[src/rtl/mul_div_arbiter.sv]
// -----------------------------------------------------------------------------
// mul_div_arbiter
// Two-requester round-robin front end for the shared floating-point mul_div
// unit. Accepts one operation at a time over valid/ready, issues it to the
// unit with a single-cycle md_en pulse, waits LATENCY cycles, captures the
// result and IEEE flags and returns them on a shared response channel tagged
// with the requester ID. Operands and results pass through bit-exact.
//
// Ports:
//   clk, arst                  clock (rising edge), async active-low reset
//   req{0,1}_valid/_ready      request handshake per requester
//   req{0,1}_a/_b/_sel         operands and op select (0 = mul, 1 = div)
//   md_en/md_a/md_b/md_sel     issue pulse and operands to the unit
//   md_r/md_flags              unit result and flags {i,uf,of,dz,io}
//   rsp_valid/rsp_ready        response handshake
//   rsp_id/rsp_r/rsp_flags     owning requester, captured result and flags
//   busy                       high whenever the FSM is not idle
// -----------------------------------------------------------------------------
module mul_div_arbiter #(
   parameter int WIDTH   = 32,
   parameter int LATENCY = 2     // legal range 1..15
) (
   input  logic             clk,
   input  logic             arst,
   input  logic             req0_valid,
   output logic             req0_ready,
   input  logic [WIDTH-1:0] req0_a,
   input  logic [WIDTH-1:0] req0_b,
   input  logic             req0_sel,
   input  logic             req1_valid,
   output logic             req1_ready,
   input  logic [WIDTH-1:0] req1_a,
   input  logic [WIDTH-1:0] req1_b,
   input  logic             req1_sel,
   output logic             md_en,
   output logic [WIDTH-1:0] md_a,
   output logic [WIDTH-1:0] md_b,
   output logic             md_sel,
   input  logic [WIDTH-1:0] md_r,
   input  logic [4:0]       md_flags,
   output logic             rsp_valid,
   input  logic             rsp_ready,
   output logic             rsp_id,
   output logic [WIDTH-1:0] rsp_r,
   output logic [4:0]       rsp_flags,
   output logic             busy
);

   localparam logic [3:0] LAT = 4'(LATENCY);

   typedef enum logic [1:0] {
      ST_IDLE  = 2'd0,
      ST_ISSUE = 2'd1,
      ST_WAIT  = 2'd2,
      ST_RESP  = 2'd3
   } state_e;

   state_e           state_q, state_d;
   logic             last_q, last_d;
   logic [3:0]       cnt_q, cnt_d;
   logic [WIDTH-1:0] a_q, a_d;
   logic [WIDTH-1:0] b_q, b_d;
   logic             sel_q, sel_d;
   logic             id_q, id_d;
   logic [WIDTH-1:0] r_q, r_d;
   logic [4:0]       flags_q, flags_d;

   logic             grant;
   logic             any_valid;

   // Round-robin pick: a lone requester always wins; on a tie the requester
   // that was not granted last time wins.
   always_comb begin
      any_valid = req0_valid | req1_valid;
      if (req0_valid && req1_valid) begin
         grant = ~last_q;
      end else begin
         grant = req1_valid;
      end
   end

   always_comb begin
      state_d    = state_q;
      last_d     = last_q;
      cnt_d      = cnt_q;
      a_d        = a_q;
      b_d        = b_q;
      sel_d      = sel_q;
      id_d       = id_q;
      r_d        = r_q;
      flags_d    = flags_q;
      req0_ready = 1'b0;
      req1_ready = 1'b0;
      md_en      = 1'b0;
      rsp_valid  = 1'b0;

      unique case (state_q)
         ST_IDLE: begin
            // Ready is gated by arst so it reads 0 while reset is held.
            req0_ready = arst & req0_valid & ~grant;
            req1_ready = arst & req1_valid &  grant;
            if (any_valid) begin
               a_d     = grant ? req1_a   : req0_a;
               b_d     = grant ? req1_b   : req0_b;
               sel_d   = grant ? req1_sel : req0_sel;
               id_d    = grant;
               last_d  = grant;
               state_d = ST_ISSUE;
            end
         end
         ST_ISSUE: begin
            md_en   = 1'b1;
            cnt_d   = LAT;
            state_d = ST_WAIT;
         end
         ST_WAIT: begin
            // Counter value 1 marks the edge at which the unit output is valid.
            if (cnt_q <= 4'd1) begin
               r_d     = md_r;
               flags_d = md_flags;
               cnt_d   = '0;
               state_d = ST_RESP;
            end else begin
               cnt_d = cnt_q - 4'd1;
            end
         end
         ST_RESP: begin
            rsp_valid = 1'b1;
            if (rsp_ready) begin
               state_d = ST_IDLE;
            end
         end
         default: begin
            state_d = ST_IDLE;
         end
      endcase
   end

   always_ff @(posedge clk or negedge arst) begin
      if (!arst) begin
         state_q <= ST_IDLE;
         last_q  <= 1'b1;
         cnt_q   <= '0;
         a_q     <= '0;
         b_q     <= '0;
         sel_q   <= 1'b0;
         id_q    <= 1'b0;
         r_q     <= '0;
         flags_q <= '0;
      end else begin
         state_q <= state_d;
         last_q  <= last_d;
         cnt_q   <= cnt_d;
         a_q     <= a_d;
         b_q     <= b_d;
         sel_q   <= sel_d;
         id_q    <= id_d;
         r_q     <= r_d;
         flags_q <= flags_d;
      end
   end

   assign md_a      = a_q;
   assign md_b      = b_q;
   assign md_sel    = sel_q;
   assign rsp_id    = id_q;
   assign rsp_r     = r_q;
   assign rsp_flags = flags_q;
   assign busy      = (state_q != ST_IDLE);

endmodule

[config.mk]
export PLATFORM = sky130hd
export DESIGN_NAME = mul_div_arbiter
export DESIGN_NICKNAME = d
export VERILOG_FILES = /design/src/rtl/mul_div_arbiter.sv
export SDC_FILE = /design/constraint.sdc
export NUM_CORES = 1
export LEC_CHECK = 0
export ABC_CLOCK_PERIOD_IN_PS = 3750
export CAP_MARGIN = 10
export CORE_MARGIN = 3
export CORE_UTILIZATION = 43
export CTS_BUF_LIST = sky130_fd_sc_hd__clkbuf_2 sky130_fd_sc_hd__clkbuf_4 sky130_fd_sc_hd__clkbuf_8
export CTS_CLUSTER_DIAMETER = 100
export CTS_CLUSTER_SIZE = 28
export DETAILED_ROUTE_END_ITERATION = 10
export PLACE_DENSITY = 0.89
export SETUP_SLACK_MARGIN = 0.5
export SYNTH_ARGS = -nofsm -noshare
export SYNTH_HDL_FRONTEND = slang
export SYNTH_SLANG_ARGS = --single-unit
[constraint.sdc]
create_clock -name clk -period 3.75 [get_ports clk]
set_clock_uncertainty 0.05 [all_clocks]
set_input_delay 0.75 -clock clk [delete_from_list [all_inputs] [get_ports clk]]
set_output_delay 0.75 -clock clk [all_outputs]
set_load 0.01 [all_outputs]
=== Yosys cells after proc, flatten, opt, wreduce, memory -nomap -nowiden ===
Cells that the tools add are included.

* Add/sub/neg operators: 1
* Order comparisons: 1
* Equality and inequality tests: 6
* Multiplexer cells: 14
* Bitwise gates (word level): 7
* Reduce and logical (&&, ||, !) cells: 7

{| class="wikitable"
|+ Operator list
! operator !! count
|-
| two-way mux 32 bit || 2
|-
| one-hot mux 2 bit (4 select lines) || 1
|-
| one-hot mux 4 bit (2 select lines) || 1
|-
| two-way mux 1 bit || 6
|-
| two-way mux 2 bit || 3
|-
| inequality test 2 bit, second input constant || 3
|-
| AND 1 bit || 4
|-
| equality test 2 bit, second input constant || 2
|-
| <= comparator 4 x 1 -> 1 bit, second input constant || 1
|-
| two-way mux 4 bit || 1
|-
| AND reduction 2 bit || 2
|-
| nonzero test 2 bit || 2
|-
| subtractor 4 x 1 -> 4 bit, second input constant || 1
|-
| AND reduction 3 bit || 1
|-
| equality test 2 x 1 -> 1 bit, second input constant || 1
|-
| zero test 2 bit || 1
|-
| inverter 1 bit || 2
|-
| logical AND 1 bit || 1
|-
| bitwise OR 1 bit || 1
|}

* Bits in registers: 110
* Input port bits: 172
* Output and inout bits: 108
* Logic and storage cells: 45

=== Longest topological paths before layout ===
Gate-level depths: netlist of the first run.

* Word-level depth: 5
* Gate-level depth with buffers: 7
* Depth with buffers taken out: 6

=== Worst setup path after synthesis of the first run ===
No wires, ideal clock.

* Path kind: input to output
* Start: input port req1_valid
* End: output port req1_ready
* Data arrival time: 1.512 ns
* Data required time: 2.950 ns
* Slack: 1.438 ns
* Cell stages on the path: 5
* Path buffers: 3
* Cells stage by stage: a21boi_2 buf_4 buf_8 buf_8 and3_1

* Word-level cells in the longest chain between the ends: 4
* Elaborated cells between the ends (all ways): 5
* Those cells by class: 2 x mux; 2 x bitwise; 1 x reduce/logical

{| class="wikitable"
|+ RTL lines
! what !! line !! RTL
|-
| start: declaration || 30 || <nowiki>input logic req1_valid,</nowiki>
|-
| logical AND 1 bit || 75 || <nowiki>if (req0_valid && req1_valid) begin</nowiki>
|-
| two-way mux 1 bit || 75 ||
|-
| AND 1 bit * || 101 || <nowiki>req1_ready = arst & req1_valid & grant;</nowiki>
|-
| two-way mux 1 bit * || 97 || <nowiki>unique case (state_q)</nowiki>
|-
| end: declaration || 31 || <nowiki>output logic req1_ready,</nowiki>
|}

Every way passes the cells marked *; elsewhere a longest branch is shown, timed or not.

=== Worst setup path in the final report of the first run ===
Ends and elaborated chain as after synthesis.

==> run metrics, run 1 <==
crit-path max FO 4; Slew @ Worst Pin 0.996 ns; slew margin rel. between 30 and 40%; worst skew pair latency roughly 0.36 ns; routed vias 4,078; CTS tree yes; storage element area roughly 2800 µm²; worst reg2reg setup slack around 1.8 ns; Post-CTS Setup Repair Bufs 0; # hold bufs at CTS 0; worst r2r path cells 5; top_reg_cell synth dfrtp_1; cell row count 38; drt drc 0; count of pins over their slew limit 0; clk slew on worst S/H paths 0.11 ns; IO Port Bufs ~280; chip height around 110 µm; # IOs 280; Syn Area/Cell around 12 µm²; pin count of the biggest net entering global routing 80; Initial Util approximately 44%; Lkg Pwr 3.41 nW; sequential share of the synthesized area roughly 56%; CP Capture Type output port; DRT iter0 DRCs roughly 140; Tcrit/Tclk final approximately 83%; synthesized cell area 4880 µm²; syn_nets between 500 and 600; Multi-input gate area around 1900 µm²; Data required, critical path ~3 ns; Placer Congestion 0.796; GRT overflow 0; post-synthesis register bit count 110; max frequency approximately 0.32 GHz; DIE AREA 12,700 µm²; Critical Path AT roughly 2.3 ns; via/cell ratio slightly below 5; Detailed Routing Iterations Pass 1 5; yosys warns 0; core outline area 11,000 µm²; nets between 800 and 900; critical path class in -> out; FF-to-FF End rsp_r[28]; PwrDens between 700 and 800 nW/µm²; antenna violations before repair 0; unrepaired setup endpoints after global routing false; Tightest Hold Check Type in -> async; die width between 100 and 150 µm; commonest non-fill, non-tap cell in the layout clkdlybuf4s50_1; # diodes 0; post-synthesis async set-or-reset flop share 100%; Root Driver clkbuf_8; highest ir drop seen on vdd between 0.4 and 0.5 mV; setup_tns 0 ns; commonest cells after routing, fill and taps aside 278 x clkdlybuf4s50_1, 109 x dfrtp_1, 68 x nand2_1; post-route ant nets 0; H-tree depth 3; CP startpoint kind primary input; routed len/inst approximately 17 µm; post_cts resized 0; status complete, no violations; Routed WL ~14,000 µm; min Tclk post-route 3.12 ns; gr usage total between 20 and 25%; final setup violating endpoints 0; Final HPWL DP 10,800 µm; Final Hold Viols 0; Area Overhead vs Synth 62.3%; EDFF count, synth 0; first-pass GRT wire length about 22,000 µm; Setup WS pre-CTS approximately 0.63 ns; vias in the first global route around 4.3k; fin worst setup slack approximately 0.63 ns; share of layout cells above drive strength 1 under 10%; Mapped Cells 411; Max-Cap Viols 0; number of fill cells in the layout approximately 750; Clock Sinks 110; library cells used by synthesis 34; clock buffer depth 2; Inserted Clock Buffers 9; worst r2r src cnt_q[0]
-- cells by family (layout without fill, tap and decap cells) --
group                    Yosys count  count (layout)  synth area share (%)
adder cells (fa/ha/maj)            7               7                  1.79
AND/OR/NAND/NOR                   76              76                  6.28
flip-flops                       110             110                  56.4
AO/OA/AOI/OAI                     81              81                  9.02
buffers and inverters             33             307                  4.20
multiplexers                     104             104                  22.3
-- cells in the mapped netlist, types with 2 or more instances --
cell type	n	share of area [%]
ha_1	7	1.8
nand3_1	2	0.21
dfrtp_1	109	56
buf_4	5	0.77
mux2_2	29	6.7
mux2_1	9	2.1
inv_1	7	0.54
clkbuf_1	13	1.0
buf_6	3	0.69
a21oi_1	2	0.21
o21ai_1	17	1.7
mux2i_1	66	14
nor2_1	2	0.15
buf_8	2	0.62
nand2_1	68	5.2
o21ai_0	52	5.3
-- cell type report --
cell class / instances / share of cell area [%]
Multi-Input combinational cell: 268 / 24.5
Sequential cell: 110 / 34.8
Clock buffer: 10 / 1.66
Timing Repair Buffer: 284 / 35.7
Tap cell: 140 / 2.21
Inverter: 7 / 0.332
Clock inverter: 6 / 0.900
-- registers in the layout (all words and copies together) (netlist names) --
register   count
state_q        2
rsp_id         1
rsp_flags      5
cnt_q          4
rsp_r         32
md_a          32
last_q         1
md_sel         1
md_b          32
-- through the flow --
stage / cells / cell area [µm²] / power (mW) / hold slack, ns / utilization (%)
finish: 825 / 7920 / 5.66 / 0.250 / 72.1
CTS: 825 / 7920 / 5.72 / 0.255 / 72.1
global placement: 809 / 7720 / 4.85 / 0.411 / 70.3
global route: 825 / 7920 / 6.02 / 0.273 / 72.1
floorplan: 411 / 4880 / 3.37 / 0.404 / -
detailed placement: 809 / 7720 / 4.99 / 0.422 / 70.3
-- how the worst max path moves through the flow --
stage,endpoint,startpoint,slack (ns)
floorplan,req1_ready,req1_valid,1.44
global placement,req1_ready,req1_valid,0.64
detailed placement,req1_ready,req1_valid,0.63
CTS,req1_ready,req1_valid,0.64
global route,req1_ready,req1_valid,0.60
finish,req1_ready,req1_valid,0.63
-- layer usage --
layer	vias to the layer above	part of all wire [%]	global-route usage [%]
met5	-	0	0
met4	0	1.6	6.25
met3	19	6.7	4.85
met2	165	52	39.1
met1	1931	39	25.6
li1	1963	-	-
-- worst max-delay path, cell delays in order --
cell             delay, ns
clkdlybuf4s50_1       0.58
a21boi_4              0.25
and3_1                0.18
clkdlybuf4s50_1       0.54
-- where the power goes --
part / leakage (nW) / switching (mW) / internal (mW)
logic: 1.98 / 1.25 / 1.60
registers: 1.34 / 0.312 / 1.77
clock network: 0.0965 / 0.413 / 0.322
total: 3.41 / 1.97 / 3.69
(Power assumes the default switching activity.)
==> inputs of run 2 (changes only) <==
- ABC_CLOCK_PERIOD_IN_PS: 3750 -> 2900
- CORE_UTILIZATION: 43 -> 39
- PLACE_DENSITY: 0.89 -> 0.82
- clock period: 3.75 -> 2.9 ns (I/O delays scaled with it)
==> run metrics, run 2 (synthesis gave the netlist of run 1 again) <==
FF-to-FF End rsp_flags[3]; DP Area 7790 µm²; critical path, cell by cell clkdlybuf4s50_1, a21boi_4, buf_4, nor2_1, dlymetal6s2s_1; gr usage total a little over a fifth; chip height ~120 µm; Sw Pwr between 2 and 3 mW; routed vias 4,142; Final Power between 7 and 8 mW; clock power share approximately 15%; fin worst setup slack 0.602 ns; via/cell ratio just under 5; GRT overflow 0; worst reg2reg setup slack approximately 0.97 ns; Clock Sinks 110; # IOs 280; highest ir drop seen on vdd just over 0.5 mV; PwrDens about 930 nW/µm²; Slew @ Worst Pin roughly 0.78 ns; share of layout cells above drive strength 1 9.26%; IO Port Bufs 279; worst r2r src cnt_q[0]; Cells after DPL 840; Tightest Hold Check Type in -> async; CP max stage cell clkdlybuf4s50_1; Area Overhead vs Synth 65.7%; Critical Path AT 1.67 ns; Data required, critical path between 2 and 2.5 ns; clk slew on worst S/H paths around 0.09 ns; max frequency 0.435 GHz; hold slack between 0.3 and 0.4 ns; Tcrit/Tclk final between 70% and 80%; Final Core Density 66.8%; core outline area 12,100 µm²; Initial Util about two fifths; DRT iter0 DRCs about 150; Detailed Routing Iterations Pass 1 4; Root Driver clkbuf_8; worst skew pair latency approximately 0.37 ns; Worst path max stage delay about 0.54 ns; CP startpoint kind primary input; Int Pwr 5.04 mW; slew margin rel. 48.3%; critical path class in -> out; DIE AREA between 10,000 and 15,000 µm²; Lkg Pwr ~3.5 nW; vias in the first global route roughly 4.3k; routed len/inst about 17 µm; worst r2r path cells 5; pin count of the biggest net entering global routing 73; setup_tns 0 ns; antenna violations before repair 0; die width between 100 and 150 µm; unrepaired setup endpoints after global routing false; crit-path max FO 4; Sw Share roughly a third; Placer Congestion ~0.76; first-pass GRT wire length ~23,000 µm; status complete, no violations; # diodes 0; fin cells 859; post-route design area 8090 µm²; Gate power share between 40% and 50%; Setup WS pre-CTS 0.228 ns; min Tclk post-route roughly 2.3 ns; nets approximately 870; sequential group share of total power about 36%; cell row count 40; Final HPWL DP approximately 11,000 µm; drt drc 0; Max-Cap Viols 0; count of pins over their slew limit 0; commonest non-fill, non-tap cell in the layout clkdlybuf4s50_1; commonest cells after routing, fill and taps aside 275 x clkdlybuf4s50_1, 109 x dfrtp_1, 68 x nand2_1; final setup violating endpoints 0; Inserted Clock Buffers 9; CTS tree yes; CP Capture Type output port; H-tree depth 3; clock buffer depth 2; Routed WL approximately 14,000 µm; Final Hold Viols 0; post-route ant nets 0
run 2: cell types whose count changed in the layout (fill, tap and decap cells not counted), sizes merged:
cell	previous run	this run
buf	6	12
clkbuf	10	13
clkdlybuf4s50	278	275
bufinv	1	3
clkinv	2	0
clkinvlp	2	0
dlymetal6s2s	0	2
dlygate4sd3	0	1
inv	8	7
run 2: power by group through the flow:
stage | sequential (mW) | clock, mW | combinational (mW)
2_1_floorplan | 3.02 | 0 | 1.34
3_3_place_gp | 2.67 | 0 | 3.62
3_5_place_dp | 2.73 | 0 | 3.74
4_1_cts | 2.70 | 1.17 | 3.76
5_1_grt | 2.78 | 1.23 | 4.05
6_report | 2.69 | 1.14 | 3.73
run 2: timing repair:
item	CTS	global route
setup buffers	0	3
hold endpoints to repair	3	0
resized for setup	4	4
hold buffers	1	0
cloned	0	0
endpoints found under the setup margin	3	3
run 2: layer usage:
| metal | global-route usage (%) | wire length, µm | up-vias |
|---|---|---|---|
| li1 | - | - | 1977 |
| met1 | 24.3 | 5690 | 1967 |
| met5 | 0 | 0 | - |
| met4 | 9.08 | 457 | 0 |
| met3 | 5.29 | 943 | 30 |
| met2 | 36.6 | 7310 | 168 |
run 2: how the worst max path moves through the flow:
| stage | startpoint | to | slack, ns | cells after the start |
|---|---|---|---|---|
| 5_1_grt | req0_valid | req0_ready | 0.54 | 5 |
| 2_1_floorplan | req1_valid | req1_ready | 0.93 | 5 |
| 3_5_place_dp | req1_valid | req1_ready | 0.23 | 4 |
| 6_report | req0_valid | req0_ready | 0.60 | 5 |
| 3_3_place_gp | req1_valid | req1_ready | 0.25 | 4 |
| 4_1_cts | state_q[1] | req0_ready | 0.26 | 5 |
run 2: final cells by class:
| type | count | area (µm²) |
|---|---|---|
| fillers | 943 | 4020 |
| multi-input cells | 268 | 1950 |
| inverters | 7 | 26.3 |
| repair buffers | 291 | 2900 |
| clock buffers | 12 | 165 |
| well taps | 168 | 210 |
| flip-flops and latches | 110 | 2750 |
| clock inverters | 3 | 90.1 |
run 2: worst max-delay path, delay by kind of cell:
family                 cells  cell delay [ns]
AOI/OAI and AO/OA          1             0.09
buffers and inverters      3             0.87
and+or+nand+nor            1             0.13
==> inputs of run 3 (changes only) <==
- ABC_CLOCK_PERIOD_IN_PS: 2900 -> 2200
- clock period: 2.9 -> 2.2 ns (I/O delays scaled with it)
==> run metrics, run 3 (synthesis gave the netlist of run 1 again) <==
CP startpoint kind register; Data required, critical path ~1.7 ns; sequential group share of total power 36.9%; Sw Share a little under two fifths; Root Driver clkbuf_8; crit-path max FO 4; hold slack 0.0594 ns; CP Capture Type output port; vias in the first global route approximately 4.5k; Area Overhead vs Synth 66.9%; Cells after DPL 840; Int Pwr 5.91 mW; highest ir drop seen on vdd approximately 0.61 mV; DP Area 7820 µm²; fin worst setup slack 0.270 ns; critical path class reg -> out; nets ~880; first-pass GRT wire length 24,100 µm; Final Hold Viols 0; routed len/inst between 15 and 20 µm; min Tclk post-route around 1.9 ns; clock buffer depth 2; post-route design area 8150 µm²; status complete, no violations; pin count of the biggest net entering global routing ~110; met1 Use GR 24.4%; via/cell ratio a little under 5; IO Port Bufs 279; Final HPWL DP 11,200 µm; Tcrit/Tclk final between 80 and 90%; fin cells 873; Sw Pwr approximately 3.6 mW; Routed WL ~15,000 µm; commonest non-fill, non-tap cell in the layout clkdlybuf4s50_1; # IOs 280; Final Core Density 67.3%; CTS tree yes; share of layout cells above drive strength 1 between 10% and 20%; slew margin rel. approximately three fifths; worst skew pair latency approximately 0.38 ns; met2 GRT Util between 30% and 40%; critical path, cell by cell inv_2, ha_4, nand3_2, nor2_1, buf_2; setup_tns 0 ns; count of pins over their slew limit 0; DRT iter0 DRCs ~190; met3 GRT Util between 5 and 6%; Final Power 9.52 mW; gr usage total roughly 22%; final setup violating endpoints 0; drt drc 0; Initial Util between 40% and 50%; die width 118 µm; post-route ant nets 0; Detailed Routing Iterations Pass 1 4; Slew @ Worst Pin a little over 0.6 ns; Inserted Clock Buffers 9; Setup WS pre-CTS -0.179 ns; cell row count 40; commonest cells after routing, fill and taps aside 168 x clkdlybuf4s50_1, 109 x dfrtp_1, 105 x dlygate4sd2_1; unrepaired setup endpoints after global routing true; DIE AREA approximately 14,000 µm²; max frequency 0.518 GHz; chip height 118 µm; antenna violations before repair 1; CP max stage cell dfrtp_1; Tightest Hold Check Type in -> async; Worst path max stage delay between 0.4 and 0.5 ns; GRT overflow 0; Critical Path AT roughly 1.4 ns; H-tree depth 3; routed vias ~4.3k; GRT busiest layer met2; clk slew on worst S/H paths between 0.1 and 0.15 ns; Lkg Pwr 3.73 nW; Clock Sinks 110; Gate power share around half; PwrDens roughly 1200 nW/µm²; core outline area approximately 12,000 µm²; Placer Congestion between 0.7 and 0.8; clock power share 13.4%; Max-Cap Viols 0
## run 3: worst paths after layout
| path | end | from | cells after the start | slack (ns) |
|---|---|---|---|---|
| worst max-delay path | req0_ready | state_q[1] | 5 | 0.27 |
| worst min-delay path | rsp_r[3] | arst | 2 | 0.06 |
| worst max register to register | state_q[1] | state_q[1] | 7 | 0.46 |
| worst min register to register | md_a[20] | md_a[20] | 2 | 0.43 |
| max in group asynchronous | last_q | arst | 2 | 1.38 |
| min in group clk | md_a[20] | md_a[20] | 2 | 0.43 |
## run 3: final cells by class
cell class,instances,area [µm²]
Antenna cell,1,2.50
Clock buffer,10,138
Clock inverter,6,71.3
Fill cell,955,3960
Inverter,7,26.3
Multi-Input combinational cell,271,2080
Sequential cell,110,2750
Tap cell,168,210
Timing Repair Buffer,300,2860
## run 3: worst max-delay path, delay by kind of cell (launching register included)
family        cells  cell delay [ns]
flops             1             0.41
simple gates      2             0.23
fa+ha+maj         1             0.17
buf+inv           2             0.25
## run 3: what timing repair did
action,in CTS,in global routing
setup endpoints to repair,201,99
cloned,3,0
hold buffers,1,0
resized for setup,143,9
pin swaps,3,5
hold endpoints to repair,4,0
setup buffers,8,4
## run 3: power groups by stage
stage          Clock [mW]  Combinational (mW)  Sequential (mW)
3_3_place_gp            0                4.81             3.53
2_1_floorplan           0                1.77             3.98
6_report             1.28                4.74             3.51
3_5_place_dp            0                4.98             3.60
4_1_cts              1.31                4.67             3.51
5_1_grt              1.40                5.13             3.63
## run 3: metal layers
layer  vias up  share of wire (%)  wire length [µm]
met1      2024                 38              5910
met2       183                 52              8090
met5         -                  0                 0
met4         0                2.7               422
li1       2009                  -                 -
met3        35                6.9              1070
